## config.mk

```make
export PLATFORM = sky130hd
export DESIGN_NAME = seg7_scan_ctrl_flat
export DESIGN_NICKNAME = d
export VERILOG_FILES = /design/src/rtl/seg7_scan_ctrl_if.sv /design/src/rtl/seg7_scan_ctrl.sv /design/src/flat_wrapper.sv
export SDC_FILE = /design/constraint.sdc
export NUM_CORES = 1
export LEC_CHECK = 0
export ABC_AREA = 1
export CAP_MARGIN = 20
export CORE_ASPECT_RATIO = 1.4
export CORE_MARGIN = 10
export CORE_UTILIZATION = 65
export CTS_CLUSTER_SIZE = 8
export DETAILED_ROUTE_END_ITERATION = 16
export DONT_BUFFER_PORTS = 1
export PLACE_DENSITY = 0.81
export SETUP_SLACK_MARGIN = 0.05
export SYNTH_ARGS = -nofsm -noshare
export SYNTH_HDL_FRONTEND = slang
export SYNTH_SLANG_ARGS = --single-unit
```

## constraint.sdc

```tcl
create_clock -name clk -period 2.8 [get_ports clk]
set_input_delay 0.28 -clock clk [delete_from_list [all_inputs] [get_ports clk]]
set_output_delay 0.28 -clock clk [all_outputs]
set_load 0.01 [all_outputs]
```

## src/rtl/seg7_scan_ctrl_if.sv

```systemverilog
// ---------------------------------------------------------------------------
// seg7_scan_ctrl_if
// Digit-write bus for the 7-segment scan controller.
//
// Signals:
//   wr_valid  master->slave  digit-write request
//   wr_ready  slave->master  write can be accepted (low while a commit is pending)
//   wr_addr   master->slave  digit index to write
//   wr_data   master->slave  BCD value to write
//   commit    master->slave  transfer shadow digits to the display at the next frame boundary
// ---------------------------------------------------------------------------
interface seg7_scan_ctrl_if #(
    parameter int NUM_DIGITS = 4
);
    localparam int ADDR_W = (NUM_DIGITS > 1) ? $clog2(NUM_DIGITS) : 1;

    logic              wr_valid;
    logic              wr_ready;
    logic [ADDR_W-1:0] wr_addr;
    logic [3:0]        wr_data;
    logic              commit;

    modport master (
        output wr_valid,
        output wr_addr,
        output wr_data,
        output commit,
        input  wr_ready
    );

    modport slave (
        input  wr_valid,
        input  wr_addr,
        input  wr_data,
        input  commit,
        output wr_ready
    );
endinterface

```

## src/rtl/seg7_scan_ctrl.sv

```systemverilog
// ---------------------------------------------------------------------------
// seg7_scan_ctrl
// Multiplexed 7-segment display scanner with double-buffered digit storage.
// Digits are written into shadow registers; a commit copies all shadow digits
// into the displayed (active) registers atomically at the next frame boundary,
// so a partially updated number is never shown.
//
// Each digit gets a BLANK phase (all segments and selects off, prevents
// ghosting while the digit drivers switch) followed by a SHOW phase.
//
// Ports:
//   clk         sole clock, rising edge
//   reset       asynchronous active-high reset
//   wr_if       digit-write bus (slave side): wr_valid/wr_ready/wr_addr/wr_data/commit
//   led_out     segment bus {g,f,e,d,c,b,a}, active-high
//   digit_sel   one-hot digit enable, active-high
//   frame_done  one-cycle pulse after each completed scan frame
//   io_oeb      pad output-enable-bar, constant zero (pads always driven)
// ---------------------------------------------------------------------------
module seg7_scan_ctrl #(
    parameter int NUM_DIGITS   = 4,
    parameter int SCAN_DIV     = 16000,
    parameter int BLANK_CYCLES = 160
) (
    input  logic                  clk,
    input  logic                  reset,
    seg7_scan_ctrl_if.slave       wr_if,
    output logic [6:0]            led_out,
    output logic [NUM_DIGITS-1:0] digit_sel,
    output logic                  frame_done,
    output logic [6+NUM_DIGITS:0] io_oeb
);

    localparam int ADDR_W  = (NUM_DIGITS > 1) ? $clog2(NUM_DIGITS) : 1;
    localparam int IDX_W   = ADDR_W;
    localparam int MAX_CNT = (SCAN_DIV > BLANK_CYCLES) ? SCAN_DIV : BLANK_CYCLES;
    localparam int CNT_W   = (MAX_CNT > 1) ? $clog2(MAX_CNT) : 1;

    localparam logic [CNT_W-1:0] SHOW_LAST  = CNT_W'(SCAN_DIV - 1);
    localparam logic [CNT_W-1:0] BLANK_LAST = CNT_W'(BLANK_CYCLES - 1);
    localparam logic [IDX_W-1:0] IDX_LAST   = IDX_W'(NUM_DIGITS - 1);

    typedef enum logic {
        ST_BLANK = 1'b0,
        ST_SHOW  = 1'b1
    } state_t;

    // BCD to segments {g,f,e,d,c,b,a}; non-decimal codes are dark.
    function automatic logic [6:0] seg_decode(input logic [3:0] bcd);
        logic [6:0] seg;
        case (bcd)
            4'd0:    seg = 7'b0111111;
            4'd1:    seg = 7'b0000110;
            4'd2:    seg = 7'b1011011;
            4'd3:    seg = 7'b1001111;
            4'd4:    seg = 7'b1100110;
            4'd5:    seg = 7'b1101101;
            4'd6:    seg = 7'b1111100;
            4'd7:    seg = 7'b0000111;
            4'd8:    seg = 7'b1111111;
            4'd9:    seg = 7'b1100111;
            default: seg = 7'b0000000;
        endcase
        return seg;
    endfunction

    state_t           r_state;
    logic [CNT_W-1:0] r_cnt;
    logic [IDX_W-1:0] r_idx;
    logic             r_frame_done;
    logic             r_pending;
    logic [3:0]       r_shadow [NUM_DIGITS];
    logic [3:0]       r_active [NUM_DIGITS];

    state_t           w_state_nxt;
    logic [CNT_W-1:0] w_cnt_nxt;
    logic [IDX_W-1:0] w_idx_nxt;
    logic             w_boundary;
    logic             w_wr_fire;
    logic [3:0]       w_cur_digit;

    // Handshake: ready only depends on the registered pending flag.
    assign wr_if.wr_ready = ~r_pending;
    assign w_wr_fire      = wr_if.wr_valid & ~r_pending;

    assign frame_done = r_frame_done;
    assign io_oeb     = '0;

    // Scan FSM: next-state logic
    always_comb begin
        w_state_nxt = r_state;
        w_cnt_nxt   = r_cnt + CNT_W'(1);
        w_idx_nxt   = r_idx;
        w_boundary  = 1'b0;
        case (r_state)
            ST_BLANK: begin
                if (r_cnt == BLANK_LAST) begin
                    w_state_nxt = ST_SHOW;
                    w_cnt_nxt   = '0;
                end
            end
            ST_SHOW: begin
                if (r_cnt == SHOW_LAST) begin
                    w_state_nxt = ST_BLANK;
                    w_cnt_nxt   = '0;
                    if (r_idx == IDX_LAST) begin
                        // Leaving the last digit closes the frame.
                        w_idx_nxt  = '0;
                        w_boundary = 1'b1;
                    end else begin
                        w_idx_nxt = r_idx + IDX_W'(1);
                    end
                end
            end
            default: begin
                w_state_nxt = ST_BLANK;
                w_cnt_nxt   = '0;
                w_idx_nxt   = '0;
            end
        endcase
    end

    // Scan FSM: state register
    always_ff @(posedge clk or posedge reset) begin
        if (reset) begin
            r_state      <= ST_BLANK;
            r_cnt        <= '0;
            r_idx        <= '0;
            r_frame_done <= 1'b0;
        end else begin
            r_state      <= w_state_nxt;
            r_cnt        <= w_cnt_nxt;
            r_idx        <= w_idx_nxt;
            r_frame_done <= w_boundary;
        end
    end

    // Digit storage and commit handling. Writes are blocked while a commit
    // is pending, so the shadow image copied at the boundary is stable.
    // Out-of-range addresses match no digit and are dropped after handshake.
    always_ff @(posedge clk or posedge reset) begin
        if (reset) begin
            r_pending <= 1'b0;
            for (int i = 0; i < NUM_DIGITS; i++) begin
                r_shadow[i] <= '0;
                r_active[i] <= '0;
            end
        end else begin
            for (int i = 0; i < NUM_DIGITS; i++) begin
                if (w_wr_fire && (wr_if.wr_addr == ADDR_W'(i))) begin
                    r_shadow[i] <= wr_if.wr_data;
                end
            end
            if (w_boundary && r_pending) begin
                for (int i = 0; i < NUM_DIGITS; i++) begin
                    r_active[i] <= r_shadow[i];
                end
                r_pending <= 1'b0;
            end else if (wr_if.commit && !r_pending) begin
                r_pending <= 1'b1;
            end
        end
    end

    // Display outputs, decoded from registered state only
    always_comb begin
        w_cur_digit = '0;
        for (int i = 0; i < NUM_DIGITS; i++) begin
            if (r_idx == IDX_W'(i)) begin
                w_cur_digit = r_active[i];
            end
        end
        digit_sel = '0;
        led_out   = '0;
        if (r_state == ST_SHOW) begin
            for (int i = 0; i < NUM_DIGITS; i++) begin
                digit_sel[i] = (r_idx == IDX_W'(i));
            end
            led_out = seg_decode(w_cur_digit);
        end
    end

endmodule

```

## src/flat_wrapper.sv

```systemverilog
// flat-port wrapper written by rule: the top's interface ports become plain ports
module seg7_scan_ctrl_flat 
#(
    parameter int NUM_DIGITS   = 4,
    parameter int SCAN_DIV     = 16000,
    parameter int BLANK_CYCLES = 160
)
  (clk, reset, led_out, digit_sel, frame_done, io_oeb, wr_if_wr_valid, wr_if_wr_addr, wr_if_wr_data, wr_if_commit, wr_if_wr_ready);
  seg7_scan_ctrl_if #(.NUM_DIGITS(NUM_DIGITS)) wr_if_i ();
  input  logic clk;
  input  logic reset;
  output logic [6:0] led_out;
  output logic [NUM_DIGITS-1:0] digit_sel;
  output logic frame_done;
  output logic [6+NUM_DIGITS:0] io_oeb;
  input wire logic [$bits(wr_if_i.wr_valid)-1:0] wr_if_wr_valid;
  input wire logic [$bits(wr_if_i.wr_addr)-1:0] wr_if_wr_addr;
  input wire logic [$bits(wr_if_i.wr_data)-1:0] wr_if_wr_data;
  input wire logic [$bits(wr_if_i.commit)-1:0] wr_if_commit;
  output wire logic [$bits(wr_if_i.wr_ready)-1:0] wr_if_wr_ready;
  assign wr_if_i.wr_valid = wr_if_wr_valid;
  assign wr_if_i.wr_addr = wr_if_wr_addr;
  assign wr_if_i.wr_data = wr_if_wr_data;
  assign wr_if_i.commit = wr_if_commit;
  assign wr_if_wr_ready = wr_if_i.wr_ready;
  seg7_scan_ctrl #(.NUM_DIGITS(NUM_DIGITS), .SCAN_DIV(SCAN_DIV), .BLANK_CYCLES(BLANK_CYCLES)) u_core (.clk(clk), .reset(reset), .wr_if(wr_if_i), .led_out(led_out), .digit_sel(digit_sel), .frame_done(frame_done), .io_oeb(io_oeb));
endmodule
```

# == Word-level counts from Yosys, hierarchy flattened ==
# Memories as Yosys holds them, arrays and structs flattened.
# Index checks and enable logic that the tools add are counted.
# word_totals
regBits,51
latchBits,0
ramBits,0
romBits,112
input_bits,10
mem_count,1
# classes
addsub,2
mul,0
div_mod_pow,0
magnitude_cmp,0
n_eq_ne,8
shift,0
mux,18
bitwise,3
reduce_logical,11
# memory_table
memory,depth,word_bits,read_ports,rd_ports_with_merged_regs,write_ports,line,text
(no name shown),16,7,1,0,0,seg7_scan_ctrl.sv:51,case (bcd)
# op_table
cell,count
14-bit 2-to-1 mux,2
14-bit case mux with 2 select lines,1
4-bit 2-to-1 mux,5
14-bit by 1-bit adder with 14-bit output (second input constant),1
14-bit == test (second input constant),1
14-bit by 8-bit == test with 1-bit output (second input constant),1
2-bit == test (second input constant),4
1-bit 2-to-1 mux,7
7-bit 2-to-1 mux,1
1-bit logical AND,6
2-bit by 1-bit == test with 1-bit output (second input constant),2
2-bit zero test,2
2-bit by 1-bit adder with 2-bit output (second input constant),1
2-bit 2-to-1 mux,1
1-bit inverter,2
1-bit case mux with 2 select lines,1
2-bit AND reduction,1
2-bit nonzero test,1
1-bit bitwise AND,1
1-bit zero test,1

# == Longest topological paths before layout ==
# Gate-level depths: netlist of run 1.
# An unclocked memory read counts as a cell.
# logic_depth
ltp_word,7
depth_mapped,14
depth_no_buf,14

# == Worst setup path after synthesis of run 1 ==
# OpenSTA, ideal clock, no wires.
# synth_timing
path_type,flip-flop to output port
from,register u_core.r_idx[0]
to,output port led_out[3]
t_arrival_ns,1.756
t_required_ns,2.520
path_slack_ns,0.764
stages_incl_launch_ff,12
n_path_buf,0
path_cell_list,dfrtp_1 > inv_1 > ha_1 > inv_1 > nor2_1 > nor2_1 > a21boi_0 > ha_1 > nand2_1 > nand2_1 > nand2_1 > nor2_1
# synth_between
elab_chain_cells,7
# synth_lines
element,line,text
start: declaration,seg7_scan_ctrl.sv:69,logic [IDX_W-1:0] r_idx;
start signal: assignment,seg7_scan_ctrl.sv:133,r_idx <= w_idx_nxt;
2-bit zero test,seg7_scan_ctrl.sv:169,if (r_idx == IDX_W'(i)) begin
4-bit 2-to-1 mux (3 in series),seg7_scan_ctrl.sv:169,
4-bit 2-to-1 mux (*),seg7_scan_ctrl.sv:169,
memory read 16 x 7 bit (*),--,
7-bit 2-to-1 mux (*),seg7_scan_ctrl.sv:175,if (r_state == ST_SHOW) begin
end: declaration,flat_wrapper.sv:12,output logic [6:0] led_out;
# Every way passes the cells marked *; elsewhere a longest branch is shown, timed or not.

# == Worst setup path after layout of run 1 ==
# layout_timing
from,register u_core.r_idx[1]
to,output port led_out[3]
# Same word-level chain as after synthesis.

==> impl_metrics.py, run 1 <==
metrics = {
    "floorplan": {
        "core.rowCount": 28,
        "design.portCount": 34,
        "design.core.area_mm2": 0.00420,
        "die-width_um": 75.8,
        "die_footprint_mm2": 0.00743,
        "initial_utilization_pct": 67.3,
        "chipHeight_um": 98.1,
    },
    "hold_path": {
        "holdCritPathClass": "primary input to register",
        "min-delay-start": "wr_if_commit",
    },
    "logic_synthesis": {
        "mappedNetlistArea_mm2": 0.00283,
        "synth_compound_gate_area_share_pct": 6.45,
        "synth_mux_area_share_pct": 0,
        "yosys.area_share.adder_pct": 3.98,
        "yosysWarnings": 0,
        "netlist_instances": 353,
        "post_synth_xor_area_fraction_pct": 2.17,
        "yosys.area_share.simple_pct": 31.0,
        "ys_ff_latch": 51,
        "post_synth.cell_area_avg_um2": 8.02,
        "synth_top_cell_by_area": "dfrtp_1",
        "post_synth_num_cell_types": 31,
        "share_of_the_synthesized_area_in_the_top_cell_type_pct": 45.1,
        "ys_top_cells_by_area": "dfrtp_1 (45%), nand2_1 (12%), nand3_1 (5.7%)",
        "dominant_combinational_cell_family_by_area_after_synthesis": "simple AND/OR/NAND/NOR gates",
        "ys_seq_area_share_pct": 45.1,
    },
    "timing": {
        "whs_ns": 0.128,
        "rsz0062_at_grt": "no",
        "clock-skew-final_ns": 0.00997,
        "setup-tns-final_ns": 0,
        "number_of_hold_violations_in_the_final_report": 0,
        "final-max-slew-violation-count": 0,
        "setup_viols_final": 0,
        "tightest_slew_ns": 0.672,
        "maxClockFrequency_mhz": 393,
        "finalCritPeriodShare_pct": 90.8,
        "slew_limit_headroom_pct": 55.2,
        "period_needed_ns": 2.54,
    },
    "critical_path": {
        "worstSetupStartpointType": "register",
        "setup.worst_path.start": "u_core.r_idx[1]$_DFFE_PP0P_",
        "kind_of_cell_adding_the_most_delay_to_the_critical_path": "simple AND/OR/NAND/NOR gates",
        "worst-endpoint-arrival_ns": 2.26,
        "slowest_stage": "dfrtp_1",
        "worst_setup_path_end_kind": "primary output",
        "worst_path_cell_chain": "inv_1 -> ha_1 -> inv_1 -> nand3_1 -> nand2_1 -> nand2_1 -> nand2_1 -> ha_1 -> nor2_1 -> nor2_1 -> nor2_1",
        "cp_num_buf_inv": 2,
        "worst-path-max-fanout": 6,
        "worst_r2r_startpoint": "u_core.r_cnt[0]$_DFF_PP0_",
        "worstPathRequired_ns": 2.52,
        "criticalPathCategory": "register to primary output",
        "critical_path_max_stage_delay_ns": 0.41,
    },
    "detailed_routing": {
        "dr.first_iter.drc_count": 115,
        "routed_wirelength_um": 5440,
        "antenna_violating_nets_post_route": 0,
        "first_pass_iters": 4,
        "viasPerCell": 5.46,
        "drc": 0,
        "wire_per_inst_um": 13.6,
        "route.vias.total": 2184,
    },
    "global_routing": {
        "track_usage_pct": 16.1,
        "pin_count_of_the_biggest_net_entering_global_routing": 52,
        "first_pass_grt_wire_length_um": 9630,
        "overflow": 0,
        "grt_antenna_before_repair": 0,
        "via_count_of_the_first_global_routing_pass": 2201,
    },
    "cts": {
        "cts_setup_buffers": 0,
        "cts_inserted_buffers": 5,
        "cts_tree": "built",
        "cts_max_path_buffers": 2,
        "cts.htree.levels": 2,
        "sink_count": 51,
        "cts_root_buf": "clkbuf_8",
        "clock_latency_ns": 0.31,
        "worst_setup_hold_path_clk_slew_ns": 0.09,
    },
    "placement": {
        "place.detailed.hpwl_um": 4220,
        "dpl-instance-area_mm2": 0.00276,
        "routabilityCongestion": 0.871,
        "place.port_buffers": 0,
    },
    "cells_and_area": {
        "design.final.nets": 373,
        "drive_gt1_share_pct": 9.58,
        "utilization_pct": 69.1,
        "area_growth_pct": 2.61,
        "final_design_instance_area_without_fill_mm2": 0.00290,
        "diodes": 0,
        "nFillCells": 363,
    },
    "power_and_ir_drop": {
        "power.density_mw_per_mm2": 430,
        "power_leakage_nw": 1.61,
        "power.ir.vdd_worst_mv": 0.370,
    },
    "flow_run": {
        "maxCapViolations": 0,
    },
    "run_status": {
        "outcome": "complete, no violations",
    },
}
metal layers:
layer | routed length (um) | vias to the layer above | track usage (%)
met3 | 183 | 14 | 3.24
met1 | 2100 | 1041 | 17.1
met4 | 129 | 0 | 6.46
met2 | 3030 | 45 | 29.3
met5 | 0 | - | 0
li1 | - | 1084 | -
logic make-up (layout without fill, tap and decap cells):
kind of cell             after synthesis  in the layout
AND/OR/NAND/NOR                      191            191
buffers and inverters                 59             51
flip-flops                            51             51
AO/OA/AOI/OAI                         35             35
adder cells (fa/ha/maj)                9              9
XOR/XNOR                               7              7
other                                  1             11
what timing repair did:
item                                   CTS  global route
hold buffers                             0             1
endpoints found under the hold margin    0            51
setup endpoints to repair                0             7
resized for setup                        0             7
cells in the mapped netlist (all sizes together):
| cell type | number |
|---|---|
| nand2 | 99 |
| dfrtp | 51 |
| nor2 | 42 |
| inv | 41 |
| nand3 | 33 |
| o21ai | 22 |
| buf | 15 |
| a21oi | 10 |
| ha | 9 |
| xor2 | 7 |
| nor3 | 6 |
| nand4 | 4 |
| clkbuf | 3 |
| nand3b | 3 |
| or2 | 3 |
| a21boi | 1 |
| and3 | 1 |
| conb | 1 |
| o21bai | 1 |
| o31ai | 1 |
layout make-up:
type | instances | area (um^2) | share of cell area [%]
timing repair buffer | 2 | 30.0 | 1.03
sequential | 51 | 1280 | 43.9
clock buffer | 6 | 82.6 | 2.84
multi-input combinational | 253 | 1290 | 44.5
tap | 45 | 56.3 | 1.94
clock inverter | 2 | 13.8 | 0.474
inverter | 41 | 154 | 5.30
placed cells by master, fill, tap and decap left out, types with 2 or more instances in the layout:
master	instances
nand2_1	94
dfrtp_1	51
inv_1	37
nor2_1	36
nand3_1	32
o21ai_0	22
conb_1	11
a21oi_1	10
xor2_1	7
nor3_1	6
ha_1	6
clkbuf_8	6
inv_2	4
nand2_2	4
nand4_1	3
nor2_2	3
nand3b_1	3
or2_2	3
ha_2	3
nor2_8	2
where the power goes:
group          leakage [nW]  total [W]  internal (W)  switching, W
clock                0.0516   0.000452      0.000202      0.000249
combinational         0.869  0.0000416     0.0000103     0.0000312
sequential            0.686   0.000757      0.000749    0.00000753
sequential cells by signal, indices dropped and copies added (netlist names):
register / cells
u_core.r_cnt: 14
u_core.r_pending: 1
u_core.r_state: 1
u_core.r_active: 16
u_core.r_idx: 2
u_core.frame_done: 1
u_core.r_shadow: 16
stage by stage:
stage	cells	setup slack [ns]	total power [W]
floorplan	363	0.764	0.000810
global placement	390	0.542	0.000807
detailed placement	390	0.476	0.000809
CTS	398	0.132	0.00125
global route	400	0.0384	0.00129
finish	400	0.257	0.00125
path summary, 6_finish.rpt:
kind / end / slack [ns] / cells past startpoint
max in group asynchronous: u_core.r_cnt[8]$_DFF_PP0_ / 2.06 / 3
worst min register to register: u_core.r_cnt[0]$_DFF_PP0_ / 0.46 / 1
worst min-delay path: u_core.r_pending$_DFFE_PP0P_ / 0.13 / 2
worst max-delay path: led_out[3] / 0.26 / 11
min in group asynchronous: u_core.frame_done$_DFF_PP0_ / 0.29 / 2
worst max register to register: u_core.r_active[4]$_DFFE_PP0P_ / 1.02 / 8
(Power assumes the default switching activity.)
==> run 2: changes to the inputs <==
==> constraint.sdc (replaced) <==
create_clock -name clk -period 3.25 [get_ports clk]
set_input_delay 0.325 -clock clk [delete_from_list [all_inputs] [get_ports clk]]
set_output_delay 0.325 -clock clk [all_outputs]
set_load 0.01 [all_outputs]
==> impl_metrics.py, run 2 (same netlist as run 1, synthesis figures left out) <==
metrics = {
    "cells_and_area": {
        "drive_gt1_share_pct": 7.37,
        "layout.cells.non_filler": 398,
        "layout.cells.most_common": "nand2_1",
        "layout.cells.most_common_list": "nand2_1 (94), dfrtp_1 (51), nor2_1 (38), inv_1 (37), nand3_1 (32)",
        "nFillCells": 344,
        "area_growth_pct": 1.33,
        "final_design_instance_area_without_fill_mm2": 0.00287,
        "diodes": 0,
        "design.final.nets": 373,
        "regs_by_ff_count": "u_core.r_active (16), u_core.r_shadow (16), u_core.r_cnt (14)",
        "utilization_pct": 68.2,
    },
    "critical_path": {
        "worstPathRequired_ns": 2.92,
        "worst-path-max-fanout": 6,
        "worst_setup_path_end_kind": "primary output",
        "worst-endpoint-arrival_ns": 2.42,
        "r2r_slack_ns": 1.46,
        "worstSetupStartpointType": "register",
        "criticalPathCategory": "register to primary output",
    },
    "timing": {
        "final-max-slew-violation-count": 0,
        "setup_viols_final": 0,
        "setup-tns-final_ns": 0,
        "tightest_slew_ns": 0.655,
        "rsz0062_at_grt": "no",
        "clock-skew-final_ns": 0.00485,
        "period_needed_ns": 2.74,
        "maxClockFrequency_mhz": 365,
        "number_of_hold_violations_in_the_final_report": 0,
        "slew_limit_headroom_pct": 56.3,
        "finalCritPeriodShare_pct": 84.3,
    },
    "power_and_ir_drop": {
        "pwr-share-comb_pct": 3.5,
        "power.density_mw_per_mm2": 359,
        "report.power.total_w": 0.00103,
        "netSwitchingPower_w": 0.000233,
        "p_clk_share_pct": 33.3,
        "share_seq_of_total_power_pct": 63.3,
        "netSwitchingFraction_pct": 22.6,
        "power.ir.vdd_worst_mv": 0.300,
        "p_int_w": 0.000798,
        "power_leakage_nw": 1.60,
    },
    "global_routing": {
        "pin_count_of_the_biggest_net_entering_global_routing": 52,
        "overflow": 0,
        "grtUsageMet3_pct": 3.24,
        "first_pass_grt_wire_length_um": 9860,
        "via_count_of_the_first_global_routing_pass": 2221,
        "met1_usage_pct": 18.0,
        "busiest_layer": "met2",
        "gr-usage-met2_pct": 29.7,
        "grt_antenna_before_repair": 0,
        "track_usage_pct": 16.5,
    },
    "cts": {
        "post_cts_hold_buffer_count": 0,
        "cts.htree.levels": 2,
        "cts_inserted_buffers": 5,
        "worst_setup_hold_path_clk_slew_ns": 0.09,
        "cts_resized": 0,
        "sink_count": 51,
        "cts_setup_buffers": 0,
        "cts_tree": "built",
        "clock_latency_ns": 0.30,
        "cts_max_path_buffers": 2,
        "cts_root_buf": "clkbuf_8",
    },
    "floorplan": {
        "die_footprint_mm2": 0.00743,
        "design.core.area_mm2": 0.00420,
        "chipHeight_um": 98.1,
        "core.rowCount": 28,
        "design.portCount": 34,
        "die-width_um": 75.8,
        "initial_utilization_pct": 67.3,
    },
    "detailed_routing": {
        "drc": 0,
        "viasPerCell": 5.38,
        "routed_wirelength_um": 5530,
        "wire_per_inst_um": 13.9,
        "dr.first_iter.drc_count": 82,
        "first_pass_iters": 4,
        "route.vias.total": 2143,
        "antenna_violating_nets_post_route": 0,
    },
    "placement": {
        "dpl-instance-area_mm2": 0.00276,
        "place.port_buffers": 0,
        "place.detailed.instances": 390,
        "routabilityCongestion": 0.871,
        "place.detailed.hpwl_um": 4200,
    },
    "hold_path": {
        "holdCritPathClass": "primary input to register",
    },
    "run_status": {
        "outcome": "complete, no violations",
    },
    "flow_run": {
        "maxCapViolations": 0,
    },
}
-- run 2: critical path: stages, from the launching register on --
cell and delay, ns:
dfrtp_1 0.41, inv_1 0.13, ha_1 0.28, inv_1 0.12, nor2_1 0.11, nor2_1 0.05, a21boi_0 0.38, ha_1 0.22
nand2_1 0.06, nand2_1 0.06, nand2_1 0.06, nor2_1 0.23
-- run 2: metrics by stage --
stage	setup WS, ns	hold WS, ns
after detailed placement	0.863	0.447
after CTS	0.519	0.169
after floorplan	1.17	0.425
after global placement	0.947	0.441
final	0.510	0.178
after global routing	0.255	0.187
-- run 2: metal layers --
metal | part of all wire (%) | wire length (um) | up-vias
met5 | 0 | 0 | -
met1 | 39 | 2160 | 1010
met2 | 56 | 3090 | 36
li1 | - | - | 1088
met3 | 3.5 | 191 | 9
met4 | 1.6 | 87 | 0
-- run 2: worst paths after layout --
path	start	end	cells past startpoint
setup / recovery	u_core.r_idx[0]$_DFFE_PP0P_	led_out[4]	11
hold / removal	wr_if_commit	u_core.r_pending$_DFFE_PP0P_	2
setup reg to reg	u_core.r_cnt[0]$_DFF_PP0_	u_core.r_active[6]$_DFFE_PP0P_	8
hold reg to reg	u_core.r_cnt[0]$_DFF_PP0_	u_core.r_cnt[0]$_DFF_PP0_	1
max in group asynchronous	reset	u_core.r_cnt[8]$_DFF_PP0_	3
min in group asynchronous	reset	u_core.r_cnt[2]$_DFF_PP0_	2
-- run 2: layout make-up --
class | instances | area, um^2 | area share (%)
Sequential cell | 51 | 1280 | 44.5
Multi-Input combinational cell | 253 | 1270 | 44.5
Inverter | 41 | 154 | 5.37
Clock buffer | 5 | 68.8 | 2.40
Tap cell | 45 | 56.3 | 1.96
Timing Repair Buffer | 2 | 30.0 | 1.05
Clock inverter | 1 | 7.51 | 0.262
-- run 2: power by group through the flow --
stage	logic, W	clock network, W	registers, W
global placement	0.0000312	0	0.000664
global route	0.0000417	0.000376	0.000654
finish	0.0000357	0.000343	0.000652
CTS	0.0000321	0.000346	0.000652
detailed placement	0.0000320	0	0.000665
floorplan	0.0000355	0	0.000663
==> run 3: changes to the inputs <==
--- a/config.mk
+++ b/config.mk
@@ -9,11 +9,11 @@
 export CAP_MARGIN = 20
 export CORE_ASPECT_RATIO = 1.4
 export CORE_MARGIN = 10
-export CORE_UTILIZATION = 65
+export CORE_UTILIZATION = 63
 export CTS_CLUSTER_SIZE = 8
 export DETAILED_ROUTE_END_ITERATION = 16
 export DONT_BUFFER_PORTS = 1
-export PLACE_DENSITY = 0.81
+export PLACE_DENSITY = 0.79
 export SETUP_SLACK_MARGIN = 0.05
 export SYNTH_ARGS = -nofsm -noshare
 export SYNTH_HDL_FRONTEND = slang
==> constraint.sdc (replaced) <==
create_clock -name clk -period 2.65 [get_ports clk]
set_input_delay 0.265 -clock clk [delete_from_list [all_inputs] [get_ports clk]]
set_output_delay 0.265 -clock clk [all_outputs]
set_load 0.01 [all_outputs]
==> impl_metrics.py, run 3 (same netlist as run 1, synthesis figures left out) <==
metrics = {
    "floorplan": {
        "design.portCount": 34,
        "chipHeight_um": 99.3,
        "design.core.area_mm2": 0.00427,
        "core.rowCount": 28,
        "die_footprint_mm2": 0.00761,
        "initial_utilization_pct": 66.2,
        "die-width_um": 76.6,
    },
    "placement": {
        "dpl-instance-area_mm2": 0.00278,
        "place.detailed.hpwl_um": 4230,
        "place.port_buffers": 0,
        "place.detailed.instances": 405,
        "routabilityCongestion": 0.870,
    },
    "cells_and_area": {
        "layout.cells.most_common_list": "nand2_1 (93), dfrtp_1 (50), inv_1 (36), nor2_1 (35), nand3_1 (32)",
        "diodes": 0,
        "drive_gt1_share_pct": 11.2,
        "utilization_pct": 69.2,
        "regs_by_ff_count": "u_core.r_active (16), u_core.r_shadow (16), u_core.r_cnt (14)",
        "design.final.nets": 374,
        "layout.cells.most_common": "nand2_1",
        "final_design_instance_area_without_fill_mm2": 0.00296,
        "layout.cells.non_filler": 416,
        "area_growth_pct": 4.55,
        "nFillCells": 370,
    },
    "timing": {
        "period_needed_ns": 2.45,
        "setup-tns-final_ns": 0,
        "maxClockFrequency_mhz": 408,
        "slew_limit_headroom_pct": 55.0,
        "setup_viols_final": 0,
        "tightest_slew_ns": 0.675,
        "final-max-slew-violation-count": 0,
        "finalCritPeriodShare_pct": 92.6,
        "clock-skew-final_ns": 0.00654,
        "rsz0062_at_grt": "no",
        "number_of_hold_violations_in_the_final_report": 0,
    },
    "cts": {
        "worst_setup_hold_path_clk_slew_ns": 0.10,
        "cts.htree.levels": 2,
        "cts_max_path_buffers": 2,
        "clock_latency_ns": 0.31,
        "cts_inserted_buffers": 5,
        "cts_tree": "built",
        "sink_count": 51,
        "cts_root_buf": "clkbuf_8",
    },
    "critical_path": {
        "worst_setup_path_end_kind": "primary output",
        "worstSetupStartpointType": "register",
        "slowest_stage": "dfrtp_1",
        "worstPathRequired_ns": 2.38,
        "worst-path-max-fanout": 8,
        "worst-endpoint-arrival_ns": 2.19,
        "critical_path_max_stage_delay_ns": 0.36,
        "criticalPathCategory": "register to primary output",
        "worst_path_cell_chain": "buf_4 -> ha_4 -> inv_2 -> or2_2 -> nand2_2 -> inv_1 -> ha_1 -> nand3b_1 -> nand2_1 -> nor2_1 -> nor2_2",
    },
    "global_routing": {
        "pin_count_of_the_biggest_net_entering_global_routing": 52,
        "track_usage_pct": 14.9,
        "first_pass_grt_wire_length_um": 9550,
        "overflow": 0,
        "via_count_of_the_first_global_routing_pass": 2158,
        "grt_antenna_before_repair": 0,
    },
    "detailed_routing": {
        "first_pass_iters": 4,
        "antenna_violating_nets_post_route": 0,
        "wire_per_inst_um": 13.4,
        "route.vias.total": 2161,
        "routed_wirelength_um": 5580,
        "drc": 0,
        "viasPerCell": 5.19,
        "dr.first_iter.drc_count": 99,
    },
    "power_and_ir_drop": {
        "power_leakage_nw": 1.61,
        "report.power.total_w": 0.00132,
        "power.ir.vdd_worst_mv": 0.410,
        "power.density_mw_per_mm2": 445,
    },
    "run_status": {
        "outcome": "complete, no violations",
    },
    "hold_path": {
        "holdCritPathClass": "primary input to register",
    },
    "flow_run": {
        "maxCapViolations": 0,
    },
}
==> run 3: cell types whose count changed in the layout (fill, tap and decap cells not counted), moves of 2 or more <==
cell / delta
ha_1: -4
nor2_2: +3
ha_4: +2
ha_2: +2
nor2_1: -3
==> run 3: worst paths after layout <==
check | startpoint | depth (start not counted) | slack, ns | to
min reg2reg | u_core.r_cnt[0]$_DFF_PP0_ | 1 | 0.47 | u_core.r_cnt[0]$_DFF_PP0_
min | wr_if_commit | 2 | 0.09 | u_core.r_pending$_DFFE_PP0P_
min in group asynchronous | reset | 2 | 0.37 | u_core.r_active[8]$_DFFE_PP0P_
max reg2reg | u_core.r_cnt[0]$_DFF_PP0_ | 8 | 0.89 | u_core.r_active[2]$_DFFE_PP0P_
max in group asynchronous | reset | 3 | 1.78 | u_core.r_idx[0]$_DFFE_PP0P_
max | u_core.r_idx[1]$_DFFE_PP0P_ | 11 | 0.20 | led_out[6]
==> run 3: layout make-up <==
| class | instances | area (um^2) | share of cell area, % |
|---|---|---|---|
| flip-flops and latches | 51 | 1280 | 43.2 |
| multi-input cells | 253 | 1320 | 44.6 |
| clock buffers | 5 | 68.8 | 2.33 |
| repair buffers | 3 | 37.5 | 1.27 |
| clock inverters | 3 | 27.5 | 0.930 |
| inverters | 41 | 154 | 5.20 |
| well taps | 60 | 75.1 | 2.54 |
==> run 3: worst max-delay path: cells and delay by family, from the launching register on <==
| kind | cells | cell delay, ns |
|---|---|---|
| adders and majority gates | 2 | 0.35 |
| DFF | 1 | 0.36 |
| buffers and inverters | 3 | 0.30 |
| and+or+nand+nor | 6 | 0.85 |
==> run 3: power breakdown <==
group	total [W]	switching, W	internal [W]	leakage, nW
sequential	0.000800	0.00000807	0.000792	0.684
combinational	0.0000431	0.0000323	0.0000108	0.876
clock	0.000474	0.000280	0.000194	0.0463
total	0.00132	0.000320	0.000997	1.61
==> run 3: timing repair <==
action	4_1_cts	5_1_grt
gates resized for setup	2	12
hold buffers	0	1
endpoints found under the setup margin	5	7
setup buffers	0	1
hold endpoints to repair	0	15
cloned	0	0
==> run 3: through the flow <==
| step | hold slack, ns | setup WS (ns) |
|---|---|---|
| after global placement | 0.421 | 0.406 |
| after floorplan | 0.419 | 0.629 |
| after detailed placement | 0.427 | 0.318 |
| after CTS | 0.0885 | 0.0730 |
| final | 0.0881 | 0.197 |
| after global routing | 0.0937 | 0.0659 |
==> run 3: per-layer routing <==
metal | GRT usage (%) | vias to the layer above | part of all wire [%]
met5 | 0 | - | 0
met4 | 4.30 | 0 | 1.2
met3 | 3.15 | 7 | 3.4
met2 | 29.2 | 43 | 58
met1 | 15.5 | 1017 | 38
li1 | - | 1094 | -
